$ cat src/rtl/cu_pkg.sv
// cu_pkg: shared FSM state encoding, register-file indices and ALU opcodes.
// Latency: n/a (declarations only).
// Backpressure: n/a.
// The controller and the DataPath ALU both decode aluOp from these constants.
package cu_pkg;

  typedef enum logic [3:0] {
    S_IDLE      = 4'd0,
    S_LOAD_ONE  = 4'd1,
    S_CLR_SUM   = 4'd2,
    S_CLR_LIM   = 4'd3,
    S_INIT_I    = 4'd4,
    S_BUILD_LIM = 4'd5,
    S_CMP       = 4'd6,
    S_ADD       = 4'd7,
    S_INC       = 4'd8,
    S_DONE      = 4'd9
  } cu_state_t;

  // Register roles: R1 = running sum, R2 = loop index i, R3 = constant 1, R4 = limit.
  localparam logic [2:0] R0 = 3'd0;
  localparam logic [2:0] R1 = 3'd1;
  localparam logic [2:0] R2 = 3'd2;
  localparam logic [2:0] R3 = 3'd3;
  localparam logic [2:0] R4 = 3'd4;

  localparam logic [2:0] ALU_ADD = 3'd0;
  localparam logic [2:0] ALU_SUB = 3'd1;
  localparam logic [2:0] ALU_AND = 3'd2;
  localparam logic [2:0] ALU_OR  = 3'd3;
  localparam logic [2:0] ALU_XOR = 3'd4;
  localparam logic [2:0] ALU_NOT = 3'd5;

endpackage

$ cat src/rtl/cu_datapath.sv
// DataPath: 8x8 register file (R0 reads 0), ALU, write-source mux and output register.
// Latency: register writes and outPort loads take effect on the next rising edge.
// Backpressure: none; controlled entirely by control_unit.
// Ports: clk, reset (async, active-low, clears outPort only), control inputs from control_unit;
//        iLe10 (rData1 > alu_out) and outPort out.
module DataPath
  import cu_pkg::*;
(
  input  logic       clk,
  input  logic       reset,
  input  logic       RFSrcMuxSel,
  input  logic [2:0] aluOp,
  input  logic [2:0] readAddr1,
  input  logic [2:0] readAddr2,
  input  logic [2:0] writeAddr,
  input  logic       writeEn,
  input  logic       outBuf,
  output logic       iLe10,
  output logic [7:0] outPort
);

  logic [7:0] r_rf [8];
  logic [7:0] w_rdata1;
  logic [7:0] w_rdata2;
  logic [7:0] w_alu_out;
  logic [7:0] w_wdata;

  assign w_rdata1 = (readAddr1 == R0) ? 8'd0 : r_rf[readAddr1];
  assign w_rdata2 = (readAddr2 == R0) ? 8'd0 : r_rf[readAddr2];

  always_comb begin
    w_alu_out = 8'd0;
    case (aluOp)
      ALU_ADD: w_alu_out = w_rdata1 + w_rdata2;
      ALU_SUB: w_alu_out = w_rdata1 - w_rdata2;
      ALU_AND: w_alu_out = w_rdata1 & w_rdata2;
      ALU_OR:  w_alu_out = w_rdata1 | w_rdata2;
      ALU_XOR: w_alu_out = w_rdata1 ^ w_rdata2;
      ALU_NOT: w_alu_out = ~w_rdata1;
      default: w_alu_out = 8'd0;
    endcase
  end

  assign iLe10   = (w_rdata1 > w_alu_out);
  assign w_wdata = RFSrcMuxSel ? 8'd1 : w_alu_out;

  // Register file keeps its contents across reset.
  always_ff @(posedge clk) begin
    if (writeEn && (writeAddr != R0)) begin
      r_rf[writeAddr] <= w_wdata;
    end
  end

  always_ff @(posedge clk or negedge reset) begin
    if (!reset) begin
      outPort <= 8'd0;
    end else if (outBuf) begin
      outPort <= w_alu_out;
    end
  end

endmodule

$ cat src/rtl/cu_system.sv
// cu_system: wrapper connecting control_unit to DataPath.
// Latency: as control_unit; outPort updates the edge after each ADD state.
// Backpressure: none.
// Ports: clk, reset (async, active-low), start in; busy, done, outBuf, outPort out.
// Option: CONTROL_UNIT_ABORT_EN adds input abort, passed straight to control_unit.
module cu_system #(
  parameter int LIMIT = 10
) (
  input  logic       clk,
  input  logic       reset,
  input  logic       start,
`ifdef CONTROL_UNIT_ABORT_EN
  input  logic       abort,
`endif
  output logic       busy,
  output logic       done,
  output logic       outBuf,
  output logic [7:0] outPort
);

  logic       w_ile10;
  logic       w_rf_src;
  logic [2:0] w_alu_op;
  logic [2:0] w_ra1;
  logic [2:0] w_ra2;
  logic [2:0] w_wa;
  logic       w_we;

  control_unit #(.LIMIT(LIMIT)) u_cu (
    .clk         (clk),
    .reset       (reset),
    .start       (start),
`ifdef CONTROL_UNIT_ABORT_EN
    .abort       (abort),
`endif
    .iLe10       (w_ile10),
    .RFSrcMuxSel (w_rf_src),
    .aluOp       (w_alu_op),
    .readAddr1   (w_ra1),
    .readAddr2   (w_ra2),
    .writeAddr   (w_wa),
    .writeEn     (w_we),
    .outBuf      (outBuf),
    .busy        (busy),
    .done        (done)
  );

  DataPath u_dp (
    .clk         (clk),
    .reset       (reset),
    .RFSrcMuxSel (w_rf_src),
    .aluOp       (w_alu_op),
    .readAddr1   (w_ra1),
    .readAddr2   (w_ra2),
    .writeAddr   (w_wa),
    .writeEn     (w_we),
    .outBuf      (outBuf),
    .iLe10       (w_ile10),
    .outPort     (outPort)
  );

endmodule

$ cat src/rtl/control_unit.sv
// control_unit: Moore FSM that drives DataPath to compute sum = 1+2+...+LIMIT.
// Latency: DONE is entered 4 + LIMIT + 3*LIMIT + 1 edges after the edge accepting start.
// Backpressure: none; start is sampled only in IDLE and ignored while busy.
// Ports: clk, reset (async, active-low), start, iLe10 (rData1 > alu_out) in;
//        RFSrcMuxSel, aluOp, readAddr1, readAddr2, writeAddr, writeEn, outBuf, busy, done out.
// Option: CONTROL_UNIT_ABORT_EN adds input abort, which returns any busy state to IDLE.
module control_unit
  import cu_pkg::*;
#(
  parameter int LIMIT = 10
) (
  input  logic       clk,
  input  logic       reset,
  input  logic       start,
`ifdef CONTROL_UNIT_ABORT_EN
  input  logic       abort,
`endif
  input  logic       iLe10,
  output logic       RFSrcMuxSel,
  output logic [2:0] aluOp,
  output logic [2:0] readAddr1,
  output logic [2:0] readAddr2,
  output logic [2:0] writeAddr,
  output logic       writeEn,
  output logic       outBuf,
  output logic       busy,
  output logic       done
);

  // BUILD_LIM runs while r_lim_cnt counts 0..LIMIT-1.
  localparam logic [4:0] LIM_LAST = 5'(LIMIT - 1);

  cu_state_t  r_state;
  cu_state_t  w_next_state;
  logic [4:0] r_lim_cnt;
  logic       w_lim_clr;
  logic       w_lim_inc;

  always_ff @(posedge clk or negedge reset) begin
    if (!reset) begin
      r_state   <= S_IDLE;
      r_lim_cnt <= '0;
    end else begin
      r_state <= w_next_state;
      if (w_lim_clr) begin
        r_lim_cnt <= '0;
      end else if (w_lim_inc) begin
        r_lim_cnt <= r_lim_cnt + 5'd1;
      end
    end
  end

  always_comb begin
    w_next_state = r_state;
    RFSrcMuxSel  = 1'b0;
    aluOp        = ALU_ADD;
    readAddr1    = R0;
    readAddr2    = R0;
    writeAddr    = R0;
    writeEn      = 1'b0;
    outBuf       = 1'b0;
    busy         = 1'b1;
    done         = 1'b0;
    w_lim_clr    = 1'b0;
    w_lim_inc    = 1'b0;

    case (r_state)
      S_IDLE: begin
        busy = 1'b0;
        if (start) begin
          w_next_state = S_LOAD_ONE;
        end
      end
      S_LOAD_ONE: begin
        RFSrcMuxSel  = 1'b1;
        writeAddr    = R3;
        writeEn      = 1'b1;
        w_next_state = S_CLR_SUM;
      end
      S_CLR_SUM: begin
        writeAddr    = R1;
        writeEn      = 1'b1;
        w_next_state = S_CLR_LIM;
      end
      S_CLR_LIM: begin
        writeAddr    = R4;
        writeEn      = 1'b1;
        w_lim_clr    = 1'b1;
        w_next_state = S_INIT_I;
      end
      S_INIT_I: begin
        readAddr1    = R3;
        writeAddr    = R2;
        writeEn      = 1'b1;
        w_next_state = S_BUILD_LIM;
      end
      S_BUILD_LIM: begin
        readAddr1 = R4;
        readAddr2 = R3;
        writeAddr = R4;
        writeEn   = 1'b1;
        w_lim_inc = 1'b1;
        if (r_lim_cnt == LIM_LAST) begin
          w_next_state = S_CMP;
        end
      end
      S_CMP: begin
        // limit - i wraps to 255 once i passes limit, which drops iLe10.
        readAddr1    = R4;
        readAddr2    = R2;
        aluOp        = ALU_SUB;
        w_next_state = iLe10 ? S_ADD : S_DONE;
      end
      S_ADD: begin
        readAddr1    = R1;
        readAddr2    = R2;
        writeAddr    = R1;
        writeEn      = 1'b1;
        outBuf       = 1'b1;
        w_next_state = S_INC;
      end
      S_INC: begin
        readAddr1    = R2;
        readAddr2    = R3;
        writeAddr    = R2;
        writeEn      = 1'b1;
        w_next_state = S_CMP;
      end
      S_DONE: begin
        done         = 1'b1;
        w_next_state = S_IDLE;
      end
      default: begin
        w_next_state = S_IDLE;
      end
    endcase

`ifdef CONTROL_UNIT_ABORT_EN
    // Abort overrides the state's actions so nothing is written or reported.
    if (abort && (r_state != S_IDLE)) begin
      w_next_state = S_IDLE;
      writeEn      = 1'b0;
      outBuf       = 1'b0;
      done         = 1'b0;
      w_lim_inc    = 1'b0;
    end
`endif
  end

endmodule

$ cat config.mk
export PLATFORM = sky130hd
export DESIGN_NAME = cu_system
export DESIGN_NICKNAME = d
export VERILOG_FILES = /design/src/rtl/cu_pkg.sv /design/src/rtl/cu_datapath.sv /design/src/rtl/cu_system.sv /design/src/rtl/control_unit.sv
export SDC_FILE = /design/constraint.sdc
export NUM_CORES = 1
export LEC_CHECK = 0
export CAP_MARGIN = 10
export CORE_ASPECT_RATIO = 1.2
export CORE_MARGIN = 10
export CORE_UTILIZATION = 45
export CTS_BUF_LIST = sky130_fd_sc_hd__clkbuf_4
export DETAILED_ROUTE_END_ITERATION = 8
export HOLD_SLACK_MARGIN = 0.08
export SLEW_MARGIN = 20
export SYNTH_ARGS = -nofsm -noshare
export SYNTH_HDL_FRONTEND = slang
export SYNTH_SLANG_ARGS = --single-unit
$ cat constraint.sdc
create_clock -name clk -period 8.39 [get_ports clk]
set_input_delay 1.678 -clock clk [delete_from_list [all_inputs] [get_ports clk]]
set_output_delay 1.678 -clock clk [all_outputs]
set_load 0.02 [all_outputs]
After elaboration in Yosys (flattened, before gate mapping)
Memories as Yosys holds them, arrays and structs flattened.
Cells that the tools add are included.
Widths: inputs -> output; s select.
- eq/ne operators: 17
- multiplexer cells: 23
- add/sub/neg operators: 3
- reductions and logical operators: 15
- bitwise gates (word level): 4
- magnitude comparators: 1
- operator list (operator ; number):
    $pmux 8 s6 ; 1
    $pmux 4 s9 ; 1
    $mux 8 ; 3
    $pmux 3 s4 ; 2
    $eq 4x3->1 const B ; 4
    $mux 4 ; 3
    $reduce_or 2->1 ; 6
    $mux 1 ; 10
    $mux 5 ; 2
    $logic_not 3->1 ; 3
    $add 8x8->8 ; 1
    $and 8x8->8 ; 1
    $eq 4x2->1 const B ; 2
    $eq 4x4->1 const B ; 2
    $gt 8x8->1 ; 1
    $not 8->8 ; 1
    $or 8x8->8 ; 1
    $sub 8x8->8 ; 1
    $xor 8x8->8 ; 1
    $reduce_or 7->1 ; 1
    $eq 1x3->1 const B ; 2
    $add 5x1->5 const B ; 1
    $eq 5x4->1 const B ; 1
    $eq 1x2->1 const B ; 2
    other kinds (10) ; 10
- word-level logic and storage cells: 67
- input port bits: 3
- output and inout port bits: 11
- RAM bits: 64
- memories kept: 1
- flip-flop bits (word level): 17
- memories (memory ; words ; width ; rd ports ; clocked after memory_dff ; wr ports ; RTL line ; text):
    u_dp.r_rf ; 8 ; 8 ; 2 ; 0 ; 1 ; cu_datapath.sv:22 ; logic [7:0] r_rf [8];

Longest topological paths before layout
Gate-level depths: netlist (run 1).
- depth after elaboration: 10
- gate-level depth with buffers: 22
- gate-level depth less buffers: 20

Modules after synthesis
A second synthesis (run 1) with hierarchy kept.
- cell total of the unflattened synthesis: 464
- area, all modules: 4972.3 µm²
- by module, submodules not included (module ; cells an instance ; times used ; area each (µm²) ; sequential area each (µm²)):
    DataPath ; 379 ; 1 ; 4249.1 ; 1881.8
    control_unit ; 85 ; 1 ; 723.2 ; 225.2

Least setup slack after synthesis (run 1)
Ideal clock, no wire load.
- kind: reg-to-reg
- from: register u_cu.r_state[1]
- to: register u_cu.r_state[2]
- data required time: 8254 ps
- data arrival time: 3822 ps
- stages on the path, launching flop included: 21
- setup time: 136 ps
- path buffers: 1
- clock period less this slack: 3958 ps
- slack: 4432 ps
- cells stage by stage: dfrtp_1 > buf_2 > nor2_2 > a21boi_2 > a211oi_1 > o21ai_0 > o22a_1 > ha_1 > inv_1 > fa_1 > a21o_1 > a21oi_1 > o21bai_1 > a21oi_1 > xor2_1 > ha_1 > a21o_1 > a21oi_1 > o21ai_0 > o41ai_2 > o31ai_1
- word-level cells in the longest chain between the ends: 10
- ends and longest elaborated chain (what ; RTL line ; text):
    start: declaration ; control_unit.sv:33 ; cu_state_t r_state;
    start signal: assignment ; control_unit.sv:44 ; r_state <= w_next_state;
    $eq 4x3->1 or $eq 4x4->1 (tied branches) ; control_unit.sv:67 ; case (r_state)
    $reduce_or 2->1 (no line) ; - ;
    $pmux 3 s4 or $pmux 2 s2 (tied branches) ; control_unit.sv:67 ;
    $mem_v2 8x8 (tied with other cells) ; - ;
    $mux 8 (on tied branches) ; cu_datapath.sv:28, cu_datapath.sv:29 ;
    $sub 8x8->8 (tied with other cells) ; cu_datapath.sv:35 ; ALU_SUB: w_alu_out = w_rdata1 - w_rdata2;
    $pmux 8 s6 ; cu_datapath.sv:33 ; case (aluOp)
    $gt 8x8->1 ; cu_datapath.sv:44 ; assign iLe10 = (w_rdata1 > w_alu_out);
    $mux 4 ; control_unit.sv:112 ; w_next_state = iLe10 ? S_ADD : S_DONE;
    $pmux 4 s9 ; control_unit.sv:67 ;
Parallel ways exist; a longest one is shown, timed or not.
A chain may end at the register's enable or synchronous reset.

Worst setup path after layout (run 1)
- from: register u_cu.r_state[2]
- to: register u_cu.r_state[2]
Same word-level chain as after synthesis.

==> results.sh, run 1 <==
export IMPL_ys_top_cells_by_count="edfxtp_1, nor2_1, ha_1"
export IMPL_synth_compound_area_frac=0.1867
export IMPL_antenna_cells=0
export IMPL_synth_xor_area_share=0.05553
export IMPL_hold_viol_final=0
export IMPL_avgSynthCellArea_um2=10.87
export IMPL_start_kind="register"
export IMPL_hp_class="register to register"
export IMPL_seq_area_frac_synth=0.4845
export IMPL_synth_edf_count=36
export IMPL_final_setup_skew_ps=6.217
export IMPL_ys_seq_elements=53
export IMPL_vias_per_cell=5.619
export IMPL_post_cts_resized=0
export IMPL_syn_inst=286
export IMPL_die_height_um=111.1
export IMPL_synthMuxAreaShare=0.02736
export IMPL_clockBufferDepth=2
export IMPL_fmax_mhz=190.1
export IMPL_dieArea_um2=10650
export IMPL_synth_area_leader_cell="edfxtp_1"
export IMPL_finalCritPeriodShare=0.6270
export IMPL_clkTransAtPathRegs_ps=150
export IMPL_insertion_delay_ps=380
export IMPL_setup_viol=0
export IMPL_cts_num_sinks=53
export IMPL_numCtsBuffers=5
export IMPL_grt_max_degree=23
export IMPL_synthToLayoutAreaGrowth_pct=7.726
export IMPL_grt_first_pass_wirelength_um=10960
export IMPL_rsz0062_at_grt="no"
export IMPL_io_pins=14
export IMPL_async_flop_share=0.3208
export IMPL_crit_top_cell="a21oi_1"
export IMPL_gr_total_overflow=0
export IMPL_cp_cell_sequence="nor2b_1 > nand3_1 > o22ai_1 > a211oi_1 > o21ai_0 > o22a_1 > ha_1 > inv_1 > fa_1 > a21o_1 > a21oi_1 > o21bai_1 > a21oi_1 > xor2_1 > ha_1 > a21o_1 > a21oi_1 > o21ai_0 > o41ai_2 > o31ai_1"
export IMPL_clock_root_buffer="clkbuf_4"
export IMPL_syn_area_um2=3109
export IMPL_wl_per_cell_um=17.31
export IMPL_antenna_left=0
export IMPL_num_vias=2152
export IMPL_grt_pass1_vias=2113
export IMPL_synth_area_top_cells="edfxtp_1, dfrtp_1, ha_1, xor2_1, nor2_1"
export IMPL_cpPeakStageDelay_ps=720
export IMPL_ctsHoldBuffers=0
export IMPL_coreArea_um2=6771
export IMPL_nNetsFinal=317
export IMPL_synthSimpleGateAreaFrac=0.1227
export IMPL_hold_ws_ps=497.0
export IMPL_period_needed_ps=5261
export IMPL_cts_htree_levels=2
export IMPL_worstMarginPinSlew_ps=823.9
export IMPL_drt_iter0_markers=178
export IMPL_cp_top_family="compound AO/OA/AOI/OAI gates"
export IMPL_port_buffers=13
export IMPL_track_usage=0.1295
export IMPL_wirelength_um=6630
export IMPL_synth_most_common_cell="edfxtp_1"
export IMPL_cap_violations=0
export IMPL_synthDistinctLibCells=58
export IMPL_critPathMaxFanout=21
export IMPL_drt_pass1_iterations=4
export IMPL_drive_gt1_frac=0.1149
export IMPL_relSlewSlack=0.4507
export IMPL_crit_slowest_cell="dfrtp_1"
export IMPL_yosysWarnings=0
export IMPL_drv_slew=0
export IMPL_cts_tree="built"
export IMPL_hpwl_um=4989
export IMPL_drc=0
export IMPL_tns_ps=0
export IMPL_cp_required_ps=8640
export IMPL_gp_congestion=0.9416
export IMPL_antenna_found_initial=0
export IMPL_yosysTopAreaCellShare=0.3477
export IMPL_critical_path_arrival_ps=5520
export IMPL_end_kind="register"
export IMPL_initial_core_util=0.4592
export IMPL_synth_flop_cell="edfxtp_1"
export IMPL_synth_adder_area_share=0.07887
export IMPL_cts_setup_buffers=0
export IMPL_cp_num_buf_inv=1
export IMPL_synth_top_family_by_area="compound AO/OA/AOI/OAI gates"
export IMPL_status="finished, final reports clean"
export IMPL_die_w_um=95.88
export IMPL_rows=33
export IMPL_path_class="register to register"
==> area by class of cell <==
class                   count  area, um^2
fillers                   646        3422
flip-flops and latches     53        1506
multi-input cells         208        1485
repair buffers             15       145.1
well taps                  87       108.9
inverters                  12       45.04
clock buffers               5       37.54
clock inverters             3       21.27
==> path summary, 6_finish.rpt <==
check	endpoint	cells after the start	slack [ps]	from
hold / removal	u_dp.outPort[1]	2	500	u_dp.outPort[1]
max in group asynchronous	u_dp.outPort[6]	1	6230	reset
setup reg to reg	u_cu.r_state[2]	20	3130	u_cu.r_state[2]
min in group asynchronous	u_dp.outPort[4]	1	1710	reset
hold reg to reg	u_dp.outPort[1]	2	500	u_dp.outPort[1]
setup / recovery	u_cu.r_state[2]	20	3130	u_cu.r_state[2]
==> registers in the layout, indices dropped and copies added (netlist names) <==
register,flops
u_cu.r_lim_cnt,5
u_dp.r_rf,36
u_cu.r_state,4
u_dp.outPort,8
==> placed cells by master (no fill, tap or decap), types with 10 or more instances in the layout <==
| master | netlist | final |
|---|---|---|
| xor2_1 | 13 | 13 |
| clkdlybuf4s50_1 | 0 | 13 |
| nor2_1 | 29 | 29 |
| nand2_1 | 16 | 16 |
| o21ai_0 | 15 | 15 |
| dfrtp_1 | 17 | 17 |
| ha_1 | 18 | 18 |
| a21oi_1 | 16 | 16 |
| o22ai_1 | 10 | 10 |
| inv_1 | 11 | 11 |
| edfxtp_1 | 36 | 36 |
==> per-layer routing <==
layer / share of wire / track usage / vias to the layer above
li1: - / - / 1056
met1: 0.45 / 0.1700 / 1048
met2: 0.48 / 0.2063 / 39
met3: 0.049 / 0.02304 / 9
met4: 0.020 / 0.04433 / 0
met5: 0 / 0 / -
==> kinds of logic after synthesis <==
logic type               count (synthesis)
AO/OA/AOI/OAI                           83
AND/OR/NAND/NOR                         76
flip-flops                              53
buffers and inverters                   28
adder cells (fa/ha/maj)                 19
XOR/XNOR                                18
multiplexers                             8
other                                    1
==> worst reg2reg max path: stages, from the launching register on <==
cell and delay, ps:
dfrtp_1 720, nor2b_1 530, nand3_1 660, o22ai_1 300
a211oi_1 90, o21ai_0 190, o22a_1 190, ha_1 160
inv_1 50, fa_1 400, a21o_1 190, a21oi_1 220
o21bai_1 90, a21oi_1 170, xor2_1 250, ha_1 290
a21o_1 180, a21oi_1 120, o21ai_0 120, o41ai_2 90
o31ai_1 110
==> stage by stage <==
| step | std cells | instance area [um^2] | utilization | setup WS, ps |
|---|---|---|---|---|
| global placement | 375 | 3291 | 0.4860 | 3308 |
| detailed placement | 375 | 3291 | 0.4860 | 3176 |
| floorplan | 289 | 3120 | - | 4432 |
| global route | 383 | 3349 | 0.4946 | 2563 |
| finish | 383 | 3349 | 0.4946 | 3129 |
| CTS | 383 | 3349 | 0.4946 | 3112 |
Power of run 1 is not shown: default switching activity piles up to over one toggle a cycle in this logic, so the estimate is an artifact.
==> run 2: changes to the inputs <==
Clock period 8.39 ns to 4.95 ns, I/O delays scaled along.
==> results.sh, run 2 (synthesis gave the netlist of run 1 again) <==
export IMPL_status="finished, final reports clean"
export IMPL_antenna_found_initial=0
export IMPL_critical_path_arrival_ps=4740
export IMPL_cts_htree_levels=2
export IMPL_hold_path_depth=2
export IMPL_grt_max_degree=20
export IMPL_tns_ps=0
export IMPL_fmax_mhz=227.3
export IMPL_setup_viol=0
export IMPL_grt_pass1_vias=2186
export IMPL_cts_setup_buffers=0
export IMPL_worstMarginPinSlew_ps=811.0
export IMPL_insertion_delay_ps=390
export IMPL_clockBufferDepth=2
export IMPL_cp_num_buf_inv=1
export IMPL_vias_per_cell=5.585
export IMPL_r2r_end="u_cu.r_state[3]"
export IMPL_coreArea_um2=6771
export IMPL_gr_total_overflow=0
export IMPL_track_usage=0.1353
export IMPL_hp_class="register to register"
export IMPL_drt_iter0_markers=135
export IMPL_port_buffers=13
export IMPL_r2r_start="u_cu.r_state[3]"
export IMPL_synthToLayoutAreaGrowth_pct=10.78
export IMPL_nNetsFinal=329
export IMPL_die_w_um=95.88
export IMPL_dieArea_um2=10650
export IMPL_clock_root_buffer="clkbuf_4"
export IMPL_regMostFlops="u_dp.r_rf"
export IMPL_drt_pass1_iterations=4
export IMPL_crit_top_cell="nand2b_1"
export IMPL_final_setup_skew_ps=15.09
export IMPL_fillers=632
export IMPL_drv_slew=0
export IMPL_antenna_left=0
export IMPL_grt_first_pass_wirelength_um=11420
export IMPL_relSlewSlack=0.4576
export IMPL_cp_cell_sequence="nand2b_1 > a21boi_2 > buf_4 > a211oi_1 > o21ai_0 > o22ai_1 > ha_1 > nand2b_1 > nand2b_1 > a21oi_1 > xor2_1 > ha_1 > nand3_1 > nor2_1 > a211o_1 > a21oi_1 > o21ai_0 > o41ai_2 > a21o_1"
export IMPL_wirelength_um=6665
export IMPL_r2r_cells=19
export IMPL_layout_common_cells="edfxtp_1, nor2_1, ha_1"
export IMPL_rows=33
export IMPL_io_pins=14
export IMPL_hpwl_um=5184
export IMPL_cts_num_sinks=53
export IMPL_post_cts_resized=0
export IMPL_path_class="register to register"
export IMPL_drc=0
export IMPL_initial_core_util=0.4592
export IMPL_period_needed_ps=4399
export IMPL_die_height_um=111.1
export IMPL_rsz0062_at_grt="no"
export IMPL_reg2reg_slack_ps=550
export IMPL_hold_viol_final=0
export IMPL_start_kind="register"
export IMPL_cp_top_family="compound AO/OA/AOI/OAI gates"
export IMPL_cap_violations=0
export IMPL_min_delay_start="u_dp.outPort[7]"
export IMPL_gp_congestion=0.8965
export IMPL_finalCritPeriodShare=0.8886
export IMPL_largest_register_ff_count=36
export IMPL_antenna_cells=0
export IMPL_crit_slowest_cell="dfrtp_1"
export IMPL_layout_commonest_cell="edfxtp_1"
export IMPL_end_kind="register"
export IMPL_critPathMaxFanout=12
export IMPL_num_vias=2206
export IMPL_cp_required_ps=5290
export IMPL_numCtsBuffers=5
export IMPL_cts_tree="built"
export IMPL_ctsHoldBuffers=0
export IMPL_cpPeakStageDelay_ps=590
export IMPL_whs_endpoint="u_dp.outPort[7]"
export IMPL_top_regs="u_dp.r_rf x36, u_dp.outPort x8, u_cu.r_lim_cnt x5"
export IMPL_wl_per_cell_um=16.87
export IMPL_clkTransAtPathRegs_ps=160
export IMPL_drive_gt1_frac=0.1494
run 2: changes by cell type in the layout (fill, tap and decap cells not counted):
cell	previous run	this run
clkinv_2	1	0
buf_4	2	14
clkinv_4	0	2
clkinvlp_4	1	0
run 2: how the worst max path moves through the flow:
stage                     cells after the start            start  slack (ps)              end
after floorplan                              20  u_cu.r_state[1]         990  u_cu.r_state[2]
after global placement                       20  u_cu.r_state[2]         590  u_cu.r_state[3]
after detailed placement                     19  u_cu.r_state[3]         590  u_cu.r_state[1]
after CTS                                    19  u_cu.r_state[3]         550  u_cu.r_state[3]
after global routing                         19  u_cu.r_state[0]         160  u_cu.r_state[3]
final                                        19  u_cu.r_state[3]         550  u_cu.r_state[3]
run 2: tightest hold or removal path, cell delays in order (launching register included):
cell	delay [ps]
dfrtp_1	370
nand2_1	60
o21ai_2	50
run 2: layout make-up:
| type | count | area, um^2 | area share |
|---|---|---|---|
| flip-flops and latches | 53 | 1506 | 0.4373 |
| multi-input cells | 208 | 1485 | 0.4312 |
| repair buffers | 27 | 235.2 | 0.06829 |
| well taps | 87 | 108.9 | 0.03160 |
| inverters | 12 | 45.04 | 0.01308 |
| clock buffers | 5 | 37.54 | 0.01090 |
| clock inverters | 3 | 26.28 | 0.007628 |
run 2: per-layer routing:
metal  part of all wire  up-vias  track usage  wire (um)
met1               0.43     1059       0.1790       2891
met2               0.50       52       0.2136       3345
met3              0.047        9      0.02236        311
met5                  0        -            0          0
met4              0.017        0      0.05025        116
li1                   -     1086            -          -
run 2: metrics by stage:
stage / hold slack, ps / setup slack (ps) / area [um^2] / cells / util
finish: 496.5 / 551.3 / 3445 / 395 / 0.5087
global route: 528.3 / 163.1 / 3445 / 395 / 0.5087
CTS: 504.7 / 550.5 / 3445 / 395 / 0.5087
detailed placement: 467.7 / 587.3 / 3381 / 387 / 0.4993
global placement: 461.6 / 593.2 / 3381 / 387 / 0.4993
floorplan: 497.1 / 991.8 / 3120 / 289 / -
Power of run 2 is left out for the same reason.
==> run 3: changes to the inputs <==
Settings changed: CORE_MARGIN 10 to default.
==> results.sh, run 3 (synthesis gave the netlist of run 1 again) <==
export IMPL_critical_path_arrival_ps=4720
export IMPL_final_setup_skew_ps=11.10
export IMPL_cts_tree="built"
export IMPL_status="finished, final reports clean"
export IMPL_synthToLayoutAreaGrowth_pct=10.22
export IMPL_die_height_um=93.06
export IMPL_min_delay_start="u_dp.outPort[1]"
export IMPL_clockBufferDepth=2
export IMPL_grt_pass1_vias=2110
export IMPL_coreArea_um2=6566
export IMPL_track_usage=0.1973
export IMPL_io_pins=14
export IMPL_drive_gt1_frac=0.1438
export IMPL_dieArea_um2=7247
export IMPL_num_vias=2157
export IMPL_drt_iter0_markers=104
export IMPL_post_cts_resized=0
export IMPL_whs_endpoint="u_dp.outPort[1]"
export IMPL_cp_required_ps=5220
export IMPL_final_area_um2=3427
export IMPL_hpwl_um=5036
export IMPL_setup_slack_ps=496.6
export IMPL_ctsHoldBuffers=0
export IMPL_r2r_start="u_cu.r_state[0]"
export IMPL_rows=32
export IMPL_antenna_left=0
export IMPL_grt_max_degree=20
export IMPL_clkTransAtPathRegs_ps=160
export IMPL_largest_register_ff_count=36
export IMPL_period_needed_ps=4453
export IMPL_wirelength_um=6436
export IMPL_multi_input_area_um2=1485
export IMPL_start_kind="register"
export IMPL_cts_num_sinks=53
export IMPL_nNetsFinal=327
export IMPL_seq_area_um2=1506
export IMPL_gp_congestion=0.8619
export IMPL_relSlewSlack=0.5105
export IMPL_vias_per_cell=5.517
export IMPL_place_area_um2=3363
export IMPL_fmax_mhz=224.5
export IMPL_initial_core_util=0.4735
export IMPL_grt_first_pass_wirelength_um=10610
export IMPL_fillers=612
export IMPL_setup_viol=0
export IMPL_layout_common_cells="edfxtp_1, nor2_1, ha_1"
export IMPL_cts_htree_levels=2
export IMPL_die_w_um=77.88
export IMPL_path_class="register to register"
export IMPL_drv_slew=0
export IMPL_hold_viol_final=0
export IMPL_insertion_delay_ps=380
export IMPL_numCtsBuffers=5
export IMPL_drc=0
export IMPL_cts_setup_buffers=0
export IMPL_layout_commonest_cell="edfxtp_1"
export IMPL_cap_violations=0
export IMPL_reg2reg_slack_ps=500
export IMPL_finalNonFillerCells=391
export IMPL_hp_class="register to register"
export IMPL_finalCritPeriodShare=0.8997
export IMPL_regMostFlops="u_dp.r_rf"
export IMPL_gr_total_overflow=0
export IMPL_clock_root_buffer="clkbuf_4"
export IMPL_worstMarginPinSlew_ps=731.9
export IMPL_drt_pass1_iterations=4
export IMPL_r2r_end="u_cu.r_state[1]"
export IMPL_critPathMaxFanout=14
export IMPL_port_buffers=13
export IMPL_end_kind="register"
export IMPL_r2r_cells=18
export IMPL_tns_ps=0
export IMPL_rsz0062_at_grt="no"
export IMPL_pre_cts_slack_ps=540.1
export IMPL_wl_per_cell_um=16.46
export IMPL_place_inst=383
export IMPL_top_regs="u_dp.r_rf x36, u_dp.outPort x8, u_cu.r_lim_cnt x5"
export IMPL_antenna_cells=0
export IMPL_antenna_found_initial=0
export IMPL_hold_path_depth=2
[run 3: cell types whose count changed in the layout (fill, tap and decap cells not counted)]
cell | previous run | this run
buf_4 | 14 | 12
[run 3: per-stage QoR]
step	hold WS (ps)	utilization
after floorplan	497.1	-
after global placement	461.0	0.5122
after detailed placement	466.3	0.5122
after CTS	501.4	0.5219
after global routing	531.0	0.5219
final	495.1	0.5219
[run 3: layout make-up]
class / count / area share
clock buffers: 5 / 0.01095
clock inverters: 3 / 0.007667
inverters: 12 / 0.01314
multi-input cells: 208 / 0.4334
flip-flops and latches: 53 / 0.4396
well taps: 85 / 0.03103
repair buffers: 25 / 0.06426
[run 3: worst max-delay path by stage]
stage                     slack [ps]  cells after the start         endpoint             from
after floorplan                  990                     20  u_cu.r_state[2]  u_cu.r_state[1]
after global placement           660                     19  u_cu.r_state[3]  u_cu.r_state[0]
after detailed placement         540                     18  u_cu.r_state[2]  u_cu.r_state[0]
after CTS                        490                     18  u_cu.r_state[1]  u_cu.r_state[0]
after global routing             140                     19  u_cu.r_state[1]  u_cu.r_state[2]
final                            500                     18  u_cu.r_state[1]  u_cu.r_state[0]
[run 3: critical path, cell delays in order (launching register included)]
cell,delay [ps]
dfrtp_1,650
and4bb_1,420
or2_4,270
a22oi_1,120
ha_1,300
nor2_1,40
a21o_1,200
fa_1,440
a21o_1,190
a21oi_1,220
o21bai_1,90
a21oi_1,170
xor2_1,270
ha_1,300
a21o_1,180
a21oi_1,130
o21ai_0,120
o41ai_2,90
o31ai_1,120
[run 3: metal layers]
metal | global-route usage | wire length [um] | vias up
met2 | 0.3392 | 3186 | 43
met4 | 0.07390 | 114 | 0
met5 | 0 | 0 | -
met3 | 0.02927 | 172 | 7
met1 | 0.2502 | 2963 | 1026
li1 | - | - | 1081
Power of run 3 is left out for the same reason.
==> patch 1, RTL diff (settings of run 2) <==
Put a register stage on the output `outPort`. The value now appears one clock later. The other outputs are not delayed to match. Comments in the files are not updated.
--- a/src/rtl/cu_system.sv
+++ b/src/rtl/cu_system.sv
@@ -17,6 +17,8 @@
   output logic       outBuf,
   output logic [7:0] outPort
 );
+
+  logic [7:0] outPort_d;
 
   logic       w_ile10;
   logic       w_rf_src;
@@ -56,8 +58,12 @@
     .writeEn     (w_we),
     .outBuf      (outBuf),
     .iLe10       (w_ile10),
-    .outPort     (outPort)
+    .outPort     (outPort_d)
   );
+
+  always_ff @(posedge clk) begin
+      outPort <= outPort_d;
+  end
 
 endmodule
 
Behaviour: same outputs for any inputs over 10 cycles, from zero or initial values and one cycle with reset low; that may be too few to reach the edited logic, so the function may still have changed.
==> patch 1 against run 2 <==
Cell area grew 7.7%. Maximum frequency shrank 1.4%. Routed wire length grew 0.30%. Worst setup slack lost 0.063 ns. Synthesized area grew 5.2%. Synthesized cell count grew 2.8%. Final cell count grew 5.1%. Sequential cell count grew 8. First-iteration DRC count grew 42%.
Power is not shown: default switching activity piles up to over one toggle a cycle in this logic, so the estimate is an artifact.
==> patch 1: results (changes against run 2) <==
RR Startpoint -> u_cu.r_state[1]$_DFFE_PN0P_
Max stage delay on crit path -> 0.73 ns (+0.14 ns)
crit path DAT -> 4.80 ns (+0.06 ns)
Vias -> 2,262 (+2.5%)
cts bufs inserted -> 9 (+4)
slowest CP cell -> dfrtp_1
dpl hpwl -> 5080 um (-2.1%)
postcts setup bufs -> 0 (unchanged)
CTS H-tree lvls -> 3 (+1)
total iterations of the first detailed-routing run -> 4 (unchanged)
Async SR Flop Fraction -> 0.279 (-0.0421)
Distinct cells, synth -> 59 (+1.7%)
GRT Total Usage -> 0.128 (-0.00699)
number of global-route vias before repair -> 2,280 (+4.3%)
Largest regs -> u_dp.r_rf: 36 flops, outPort: 8 flops, u_dp.outPort: 8 flops
Final nets -> 342 (+4.0%)
first-pass GRT wire length -> 11,400 um (-0.25%)
per-cell routed wire length -> 16.1 um (-4.5%)
synth top area cells -> edfxtp_1 33%, dfrtp_1 13%, ha_1 6.9%
sequential area share after synthesis -> 0.510 (+0.0253)
Layout Skew -> 0.0145 ns (-0.000616 ns)
# resized after CTS -> 0 (unchanged)
Skew-Pair Late Insertion Delay -> 0.42 ns (+0.03 ns)
Ys Warns -> 0 (unchanged)
Worst-path clk slew -> 0.11 ns (-0.05 ns)
class of the worst hold path -> reg -> reg
HP Start -> u_dp.outPort[2]$_DFFE_PN0P_
clock root buffer -> clkbuf_4
Final ANT Viol Nets -> 0 (unchanged)
outcome -> finished, final reports clean
placed cell area -> 0.00355 mm2 (+5.1%)
antenna violations before repair -> 0 (unchanged)
layout cells sized above 1 -> 0.169 (+0.0199)
most frequent cells after synthesis -> 36 x edfxtp_1, 29 x nor2_1, 18 x ha_1
Worst-Margin Slew -> 0.786 ns (-0.0246 ns)
Max Fanout on Critical Path -> 16 (+4)
Crit path max-delay family -> compound AO/OA/AOI/OAI gates
starting DRC count in detailed routing -> 192 (+42%)
largest net degree at the start of global routing -> 20 (unchanged)
number of diodes -> 0 (unchanged)
Final Wtd Congestion -> 0.879 (-2.0%)
patch 1: changes by cell type after synthesis:
cell / run 2 / this run
dfxtp_1: 0 / 8
patch 1: worst paths after layout:
path,end,slack (ns),depth (start not counted)
worst max-delay path,u_cu.r_state[2]$_DFFE_PN0P_,0.49,19
worst min-delay path,outPort[2]$_DFF_P_,0.37,0
worst max register to register,u_cu.r_state[2]$_DFFE_PN0P_,0.49,19
worst min register to register,outPort[2]$_DFF_P_,0.37,0
max in group asynchronous,u_dp.outPort[2]$_DFFE_PN0P_,3.43,1
min in group asynchronous,u_cu.r_lim_cnt[3]$_DFFE_PN0P_,1.01,1
patch 1: area by class of cell:
class	instances	area [um2]
clock buffers	9	67.6
clock inverters	7	90.1
fillers	655	3440
inverters	12	45.0
multi-input cells	208	1490
flip-flops and latches	61	1670
well taps	90	113
repair buffers	28	243
patch 1: cells by family after synthesis:
| family | count (synthesis) | synth area share |
|---|---|---|
| adder cells (fa/ha/maj) | 19 | 0.0750 |
| AND/OR/NAND/NOR | 76 | 0.117 |
| XOR/XNOR | 18 | 0.0528 |
| other | 1 | 0.00115 |
| flip-flops | 61 | 0.510 |
| buffers and inverters | 28 | 0.0409 |
| AO/OA/AOI/OAI | 83 | 0.178 |
| multiplexers | 8 | 0.0260 |
patch 1: metal layers:
layer  global-route usage  wire length, um
met2                0.199             3180
met4               0.0709              172
met5                    0                0
met3               0.0363              384
met1                0.158             2950
patch 1: per-stage QoR:
stage / cells / worst slack [ns] / hold slack, ns
2_1_floorplan: 297 / 0.992 / 0.347
3_3_place_gp: 399 / 0.539 / 0.353
3_5_place_dp: 399 / 0.511 / 0.354
4_1_cts: 415 / 0.450 / 0.378
5_1_grt: 415 / 0.0218 / 0.391
6_report: 415 / 0.489 / 0.374
==> patch 2, RTL diff (flow settings as in run 2) <==
Made on the original files. Add a define of `CONTROL_UNIT_ABORT_EN`.
--- a/src/rtl/cu_system.sv
+++ b/src/rtl/cu_system.sv
@@ -3,6 +3,8 @@
 // Backpressure: none.
 // Ports: clk, reset (async, active-low), start in; busy, done, outBuf, outPort out.
 // Option: CONTROL_UNIT_ABORT_EN adds input abort, passed straight to control_unit.
+`define CONTROL_UNIT_ABORT_EN
+
 module cu_system #(
   parameter int LIMIT = 10
 ) (
Interface: changed (added abort); port bits go from 14 to 15. No check against the original RTL was run, so the function may have changed too.
==> patch 2 against run 2 <==
Synthesized area down 0.93%. Worst setup slack worse by 0.16 ns. First-iteration DRC count up 52%. Critical path depth unchanged. Non-clock buffer count down 1. Worst hold slack worse by 0.0028 ns. Sequential cell count down 4. Routed wire length up 1.9%. Via count up 2.1%. Cell area up 1.1%. Largest cell class is now multi-input combinational cells.
==> patch 2: results (changes against run 2) <==
outcome -> finished, final reports clean
most frequent cells after synthesis -> 32 x edfxtp_1, 29 x nor2_1, 18 x ha_1
clock buffer depth -> 2 (unchanged)
Largest regs -> u_dp.r_rf: 32 flops, u_dp.outPort: 8 flops, u_cu.r_lim_cnt: 5 flops
M1 GR Usage -> 0.179 (-0.000207)
Max Fanout on Critical Path -> 14 (+2)
Port Buf Inserts -> 14 (+1)
number of global-route vias before repair -> 2,184 (-0.091%)
layout cells sized above 1 -> 0.106 (-0.0432)
per-cell routed wire length -> 17.1 um (+1.6%)
synth top area cells -> edfxtp_1 31%, dfrtp_1 14%, ha_1 7.3%
Mapped Cells -> 292 (+2.1%)
drt total wl -> 6790 um (+1.9%)
sequential area share after synthesis -> 0.450 (-0.0345)
Final nets -> 333 (+1.2%)
GRT Total Usage -> 0.131 (-0.00392)
Skew-Pair Late Insertion Delay -> 0.37 ns (-0.02 ns)
Layout Skew -> 0.0199 ns (+0.00478 ns)
P_leak -> 0.00134 uW
starting DRC count in detailed routing -> 205 (+52%)
antenna violations before repair -> 0 (unchanged)
placed cell area -> 0.00338 mm2 (about the same)
class of the worst hold path -> reg -> reg
Max-slew headroom -> 0.378 (-0.0796)
final setup violating endpoints -> 0 (unchanged)
M2 GR Usage -> 0.208 (-0.00573)
Vias -> 2,253 (+2.1%)
met3 usage -> 0.0230 (+0.000646)
cts bufs inserted -> 5 (unchanged)
Max stage delay on crit path -> 0.58 ns
number of flops mapped to enable cells by yosys -> 32 (-11%)
Async SR Flop Fraction -> 0.347 (+0.0262)
Placed Instances -> 388 (+0.26%)
dpl hpwl -> 5220 um (+0.67%)
Distinct cells, synth -> 59 (+1.7%)
Final Wtd Congestion -> 0.844 (-5.9%)
largest net degree at the start of global routing -> 25 (+25%)
first-pass GRT wire length -> 11,200 um (-1.8%)
==> patch 2: changes by cell type in the layout (fill, tap and decap cells not counted), sizes merged, moves of 4 or more <==
cell,delta
a22o,+7
nor2b,+8
a211oi,+6
edfxtp,-4
mux2,-4
o22ai,-6
mux2i,+5
xor2,-7
conb,-4
nor3,+5
==> patch 2: path summary, 6_finish.rpt <==
check / start / to / slack [ns] / cells past startpoint
max in group asynchronous: reset / u_cu.r_state[3]$_DFFE_PN0P_ / 3.42 / 1
min in group asynchronous: reset / u_dp.outPort[2]$_DFFE_PN0P_ / 1.05 / 1
worst min-delay path: u_dp.outPort[2]$_DFFE_PN0P_ / u_dp.outPort[2]$_DFFE_PN0P_ / 0.49 / 2
worst max-delay path: u_cu.r_state[2]$_DFFE_PN0P_ / u_cu.r_state[1]$_DFFE_PN0P_ / 0.40 / 19
worst max register to register: u_cu.r_state[2]$_DFFE_PN0P_ / u_cu.r_state[1]$_DFFE_PN0P_ / 0.40 / 19
worst min register to register: u_dp.outPort[2]$_DFFE_PN0P_ / u_dp.outPort[2]$_DFFE_PN0P_ / 0.49 / 2
==> patch 2: logic make-up after synthesis <==
| logic type | synth area share |
|---|---|
| AOI/OAI and AO/OA | 0.194 |
| xor gates and xnor gates | 0.0544 |
| adders and majority gates | 0.0796 |
| buffers and inverters | 0.0406 |
| DFF | 0.450 |
| muxes | 0.0292 |
| and+or+nand+nor | 0.152 |
==> patch 2: cell type report <==
class / count / area [um2]
Timing Repair Buffer: 26 / 230
Clock inverter: 3 / 65.1
Tap cell: 85 / 106
Multi-Input combinational cell: 215 / 1610
Fill cell: 569 / 3040
Sequential cell: 49 / 1390
Inverter: 13 / 48.8
Clock buffer: 5 / 37.5
==> patch 2: tightest hold or removal path, delay by kind of cell, from the launching register on <==
kind	cells	cell delay, ns
compound gates	1	0.06
flops	1	0.37
simple gates	1	0.04
==> patch 2: per-stage QoR <==
| step | hold slack, ns | setup WS [ns] |
|---|---|---|
| floorplan | 0.495 | 0.552 |
| global placement | 0.461 | 0.607 |
| detailed placement | 0.469 | 0.468 |
| CTS | 0.501 | 0.445 |
| global route | 0.530 | 0.0501 |
| finish | 0.494 | 0.396 |
==> patch 2: routing by layer <==
| metal | wire, um | part of all wire |
|---|---|---|
| met3 | 360 | 0.053 |
| met2 | 3190 | 0.47 |
| met1 | 3160 | 0.47 |
| met5 | 0 | 0 |
| met4 | 78 | 0.011 |
==> patch 2: report_power, final <==
part | switching, uW | internal, uW | leakage [uW]
Sequential | 56.0 | 600 | 0.000531
Clock | 127 | 156 | 0.0000552
Combinational | 675 | 465 | 0.000758
